## src/rtl/baud_tick_gen.sv

```systemverilog
`timescale 1ns/1ps
`default_nettype none
// ============================================================================
// baud_tick_gen : fractional-divisor oversample / bit / mid-bit tick generator
// Revision      : 1.0
// ============================================================================
module baud_tick_gen #(
  parameter int DIV_W  = 16,
  parameter int FRAC_W = 8,
  parameter int OVS_W  = 5
) (
  input  logic              clk,
  input  logic              rst,
  input  logic              en,
  input  logic              restart,
  input  logic [DIV_W-1:0]  cfg_div_int,
  input  logic [FRAC_W-1:0] cfg_div_frac,
  input  logic [OVS_W-1:0]  cfg_ovs,
  output logic              os_tick,
  output logic              bit_tick,
  output logic              mid_tick
);

  localparam logic [DIV_W-1:0] c_DIV_MIN = DIV_W'(2);
  localparam logic [OVS_W-1:0] c_OVS_MIN = OVS_W'(1);
  localparam logic [OVS_W-1:0] c_OVS_ONE = OVS_W'(1);
  localparam logic [DIV_W:0]   c_CNT_ONE = (DIV_W+1)'(1);

  logic [DIV_W-1:0]  r_div;
  logic [FRAC_W-1:0] r_frac;
  logic [OVS_W-1:0]  r_ovs;
  logic [DIV_W:0]    r_cnt;
  logic [FRAC_W-1:0] r_acc;
  logic [OVS_W-1:0]  r_ovs_cnt;

  logic [DIV_W-1:0]  w_div_ld;
  logic [OVS_W-1:0]  w_ovs_ld;
  logic [FRAC_W:0]   w_frac_sum;
  logic [DIV_W:0]    w_period;
  logic              w_tick;
  logic              w_ovs_last;
  logic [OVS_W-1:0]  w_ovs_next;
  logic [OVS_W-1:0]  w_mid_pt;

  assign w_div_ld = (cfg_div_int < c_DIV_MIN) ? c_DIV_MIN : cfg_div_int;
  assign w_ovs_ld = (cfg_ovs == '0) ? c_OVS_MIN : cfg_ovs;

  // The carry of the running fraction stretches the current interval by one cycle.
  assign w_frac_sum = {1'b0, r_acc} + {1'b0, r_frac};
  assign w_period   = {1'b0, r_div} + {{DIV_W{1'b0}}, w_frac_sum[FRAC_W]};
  assign w_tick     = (r_cnt >= w_period);

  assign w_ovs_last = (r_ovs_cnt == (r_ovs - c_OVS_ONE));
  assign w_ovs_next = w_ovs_last ? '0 : (r_ovs_cnt + c_OVS_ONE);
  assign w_mid_pt   = r_ovs >> 1;

  always_ff @(posedge clk) begin
    if (rst) begin
      os_tick   <= 1'b0;
      bit_tick  <= 1'b0;
      mid_tick  <= 1'b0;
      r_cnt     <= c_CNT_ONE;
      r_acc     <= '0;
      r_ovs_cnt <= '0;
      r_div     <= w_div_ld;
      r_frac    <= cfg_div_frac;
      r_ovs     <= w_ovs_ld;
    end else if (en) begin
      if (restart) begin
        os_tick   <= 1'b0;
        bit_tick  <= 1'b0;
        mid_tick  <= 1'b0;
        r_cnt     <= c_CNT_ONE;
        r_acc     <= '0;
        r_ovs_cnt <= '0;
        r_div     <= w_div_ld;
        r_frac    <= cfg_div_frac;
        r_ovs     <= w_ovs_ld;
      end else begin
        os_tick  <= w_tick;
        bit_tick <= w_tick && w_ovs_last;
        mid_tick <= w_tick && (w_ovs_next == w_mid_pt);
        if (w_tick) begin
          r_cnt     <= c_CNT_ONE;
          r_acc     <= w_frac_sum[FRAC_W-1:0];
          r_ovs_cnt <= w_ovs_next;
          // New settings only take hold at a bit boundary.
          if (w_ovs_last) begin
            r_div  <= w_div_ld;
            r_frac <= cfg_div_frac;
            r_ovs  <= w_ovs_ld;
          end
        end else begin
          r_cnt <= r_cnt + c_CNT_ONE;
        end
      end
    end else begin
      os_tick  <= 1'b0;
      bit_tick <= 1'b0;
      mid_tick <= 1'b0;
    end
  end

endmodule
`default_nettype wire

```

## config.mk

```make
export PLATFORM = sky130hd
export DESIGN_NAME = baud_tick_gen
export DESIGN_NICKNAME = d
export VERILOG_FILES = /design/src/rtl/baud_tick_gen.sv
export SDC_FILE = /design/constraint.sdc
export NUM_CORES = 1
export LEC_CHECK = 0
export BUFFER_PORTS_ARGS = -buffer_cell sky130_fd_sc_hd__buf_2
export CAP_MARGIN = 20
export CORE_MARGIN = 8
export CORE_UTILIZATION = 40
export CTS_CLUSTER_DIAMETER = 30
export CTS_CLUSTER_SIZE = 20
export DETAILED_ROUTE_END_ITERATION = 8
export PLACE_DENSITY = 0.55
export SLEW_MARGIN = 20
export SYNTH_ARGS = -nofsm -noshare
export SYNTH_HDL_FRONTEND = slang
export SYNTH_SLANG_ARGS = --single-unit
```

## constraint.sdc

```tcl
create_clock -name clk -period 7 [get_ports clk]
set_input_delay 1.4 -clock clk [delete_from_list [all_inputs] [get_ports clk]]
set_output_delay 1.4 -clock clk [all_outputs]
set_load 0.01 [all_outputs]
```

==> results.sh <==
export IMPL_cts_tree="built"
export IMPL_synth_top_family_by_area="simple AND/OR/NAND/NOR gates"
export IMPL_clockBufferDepth=2
export IMPL_setup_tns_ns=0
export IMPL_chipWidth_um=111
export IMPL_register_area_sq_mm=0.00153
export IMPL_track_usage=0.115
export IMPL_area_delta_synth_final_pct=11.2
export IMPL_drt_wl_total_mm=6.84
export IMPL_post_cts_buffers=0
export IMPL_fin_crit_sh=0.708
export IMPL_synth_area_mux_share=0.00277
export IMPL_vias=2595
export IMPL_num_antenna_cells=0
export IMPL_highest_signal_layer="met4"
export IMPL_grt_max_degree=30
export IMPL_fin_hold_ws_ns=0.458
export IMPL_grt_pass1_vias=2631
export IMPL_cellPowerDensity_mw_per_mm2=191
export IMPL_drc=0
export IMPL_synth_common_cells="nor2_1 (35), dfxtp_1 (33), ha_1 (31)"
export IMPL_cts_resized=0
export IMPL_synth_fp_nets=436
export IMPL_ys_types=54
export IMPL_synth_xor_area_share=0.107
export IMPL_nFillCells=856
export IMPL_synth_top_area_share=0.241
export IMPL_p_leak_nw=1.59
export IMPL_drive_above_1_share=0.153
export IMPL_synth_ff_type="dfxtp_1"
export IMPL_grt_overflow_total=0
export IMPL_postRouteAntennaNets=0
export IMPL_floorplan_rows=34
export IMPL_initial_utilization=0.412
export IMPL_cts_buffers_inserted=9
export IMPL_cts_max_level=3
export IMPL_wl_met3_um=232
export IMPL_cts_sinks=62
export IMPL_grt_pass1_wl_mm=11.9
export IMPL_antenna_found_initial=0
export IMPL_clkLatencyLatePin_ns=0.33
export IMPL_routed_via_density=5.12
export IMPL_ios=36
export IMPL_synth_edf_count=29
export IMPL_cap_violations=0
export IMPL_synth_area_leader_cell="edfxtp_1"
export IMPL_irDropWorstVdd_v=0.0000902
export IMPL_wl_per_cell_um=13.5
export IMPL_io_buffers=35
export IMPL_clkTransAtPathRegs_ns=0.07
export IMPL_period_needed_ns=4.95
export IMPL_setup_viol=0
export IMPL_arrival_ns=4.94
export IMPL_die_y_um=111
export IMPL_critPathKind="flip-flop to flip-flop"
export IMPL_clock_tree_root_cell="clkbuf_8"
export IMPL_avgSynthCellArea_sq_um=9.74
export IMPL_yosysMostFrequentCell="nor2_1"
export IMPL_slew_headroom=0.568
export IMPL_yosysSeqAreaShare=0.424
export IMPL_fin_nets=459
export IMPL_crit_slowest_cell="fa_1"
export IMPL_synthArstFlopShare=0
export IMPL_status="finished, final reports clean"
export IMPL_die_area_sq_mm=0.0123
export IMPL_synthCells=371
export IMPL_hold_viol=0
export IMPL_maxSlewViolCount=0
export IMPL_fmax_mhz=202
export IMPL_crit_path_end_kind="flip-flop"
export IMPL_synthTopCellsByArea="edfxtp_1 (24%), dfxtp_1 (18%), ha_1 (11%), xor2_1 (6.1%), xnor2_1 (4.6%)"
export IMPL_synth_seq_cells=62
export IMPL_place_congestion=0.747
export IMPL_synth_adder_area_share=0.113
export IMPL_cts_hold_buf=0
export IMPL_rsz0062_at_grt="false"
export IMPL_wl_met2_mm=3.00
export IMPL_core_sq_mm=0.00876
export IMPL_critical_path_max_stage_delay_ns=0.39
export IMPL_routedLengthMet1_mm=3.50
export IMPL_post_route_util=0.458
export IMPL_worst_slew_pin_slew_ns=0.644
export IMPL_synth_compound_area_frac=0.124
export IMPL_cp_cell_sequence="ha_1 -> inv_1 -> fa_1 -> nor2b_1 -> o21ai_0 -> a21oi_1 -> o31a_1 -> o21ai_0 -> nand2b_1 -> ha_1 -> ha_1 -> nand3_1 -> nor3_1 -> xnor2_1 -> ha_1 -> and4_1 -> and3_1 -> a311oi_2 -> o21ai_2 -> nor2_1 -> o31ai_4 -> buf_4"
export IMPL_start_kind="flip-flop"
export IMPL_drtIter0Drc=56
export IMPL_ys_warnings_count=0
export IMPL_cpMostUsedCell="ha_1"
export IMPL_worst_clock_skew_ns=0.00893
export IMPL_netlist_area_sq_mm=0.00361
export IMPL_cp_required_ns=6.99
export IMPL_synth_simple_area_share=0.168
export IMPL_critPathMaxFanout=29
export IMPL_min_path_type="flip-flop to flip-flop"
export IMPL_dp_hpwl_mm=5.33
export IMPL_firstDrtPassIters=4
export IMPL_multi_input_area_sq_mm=0.00188
==> layer usage <==
layer	vias up	GRT usage
met4	0	0.0533
met5	-	0
li1	1360	-
met2	50	0.183
met1	1178	0.145
met3	7	0.0260
==> power breakdown <==
group | leakage [nW] | switching [W] | internal, W
clock | 0.0884 | 0.000132 | 0.000162
sequential | 0.556 | 0.0000129 | 0.000395
combinational | 0.948 | 0.0000372 | 0.0000296
==> logic make-up after synthesis <==
family / Yosys count
simple gates: 118
xor+xnor: 44
mux: 1
buf+inv: 52
compound gates: 62
flops: 62
fa+ha+maj: 32
==> worst max-delay path, delay by kind of cell, from the launching register on <==
| family | cells | cell delay (ns) |
|---|---|---|
| xor gates and xnor gates | 1 | 0.12 |
| adders and majority gates | 5 | 1.21 |
| and+or+nand+nor | 7 | 1.20 |
| DFF | 1 | 0.34 |
| buffers and inverters | 2 | 0.44 |
| AOI/OAI and AO/OA | 7 | 1.26 |
==> path summary, 6_finish.rpt <==
kind                            slack [ns]                   from  cells after the start                     end
worst max-delay path                  2.05  r_acc[0]$_SDFFE_PP0P_                     22  r_div[9]$_SDFFCE_PN0P_
worst min-delay path                  0.46  r_acc[0]$_SDFFE_PP0P_                      2   r_acc[0]$_SDFFE_PP0P_
worst max register to register        2.05  r_acc[0]$_SDFFE_PP0P_                     22  r_div[9]$_SDFFCE_PN0P_
worst min register to register        0.46  r_acc[0]$_SDFFE_PP0P_                      2   r_acc[0]$_SDFFE_PP0P_
==> flip-flops by register name, summed over array words and instances (netlist names) <==
name       count
os_tick        1
r_acc          8
r_ovs          5
r_frac         8
r_cnt         17
r_div         16
mid_tick       1
bit_tick       1
r_ovs_cnt      5
==> cell usage in the layout (no fill, tap or decap), drive strengths merged, types with 11 or more instances in the layout <==
cell type / n
nand2: 21
ha: 31
xnor2: 19
nor2: 35
xor2: 25
dfxtp: 33
a21oi: 11
clkbuf: 11
nand3: 13
inv: 27
edfxtp: 29
buf: 37
o21ai: 12
==> metrics by stage <==
stage                     setup slack (ns)  instances  total power (W)  cell area, sq um
after floorplan                      0.740        371         0.000462              3610
after global placement                2.13        491         0.000482              3840
after detailed placement              2.00        491         0.000483              3840
after CTS                             1.97        507         0.000779              4020
after global routing                  1.61        507         0.000806              4020
final                                 2.05        507         0.000769              4020
==> cell type report <==
class | count | area share
tap | 108 | 0.0336
clock inverter | 5 | 0.0125
inverter | 27 | 0.0252
multi-input combinational | 257 | 0.467
timing repair buffer | 37 | 0.0473
sequential | 62 | 0.381
clock buffer | 11 | 0.0327
No activity file was read; power rests on OpenSTA's default activity.
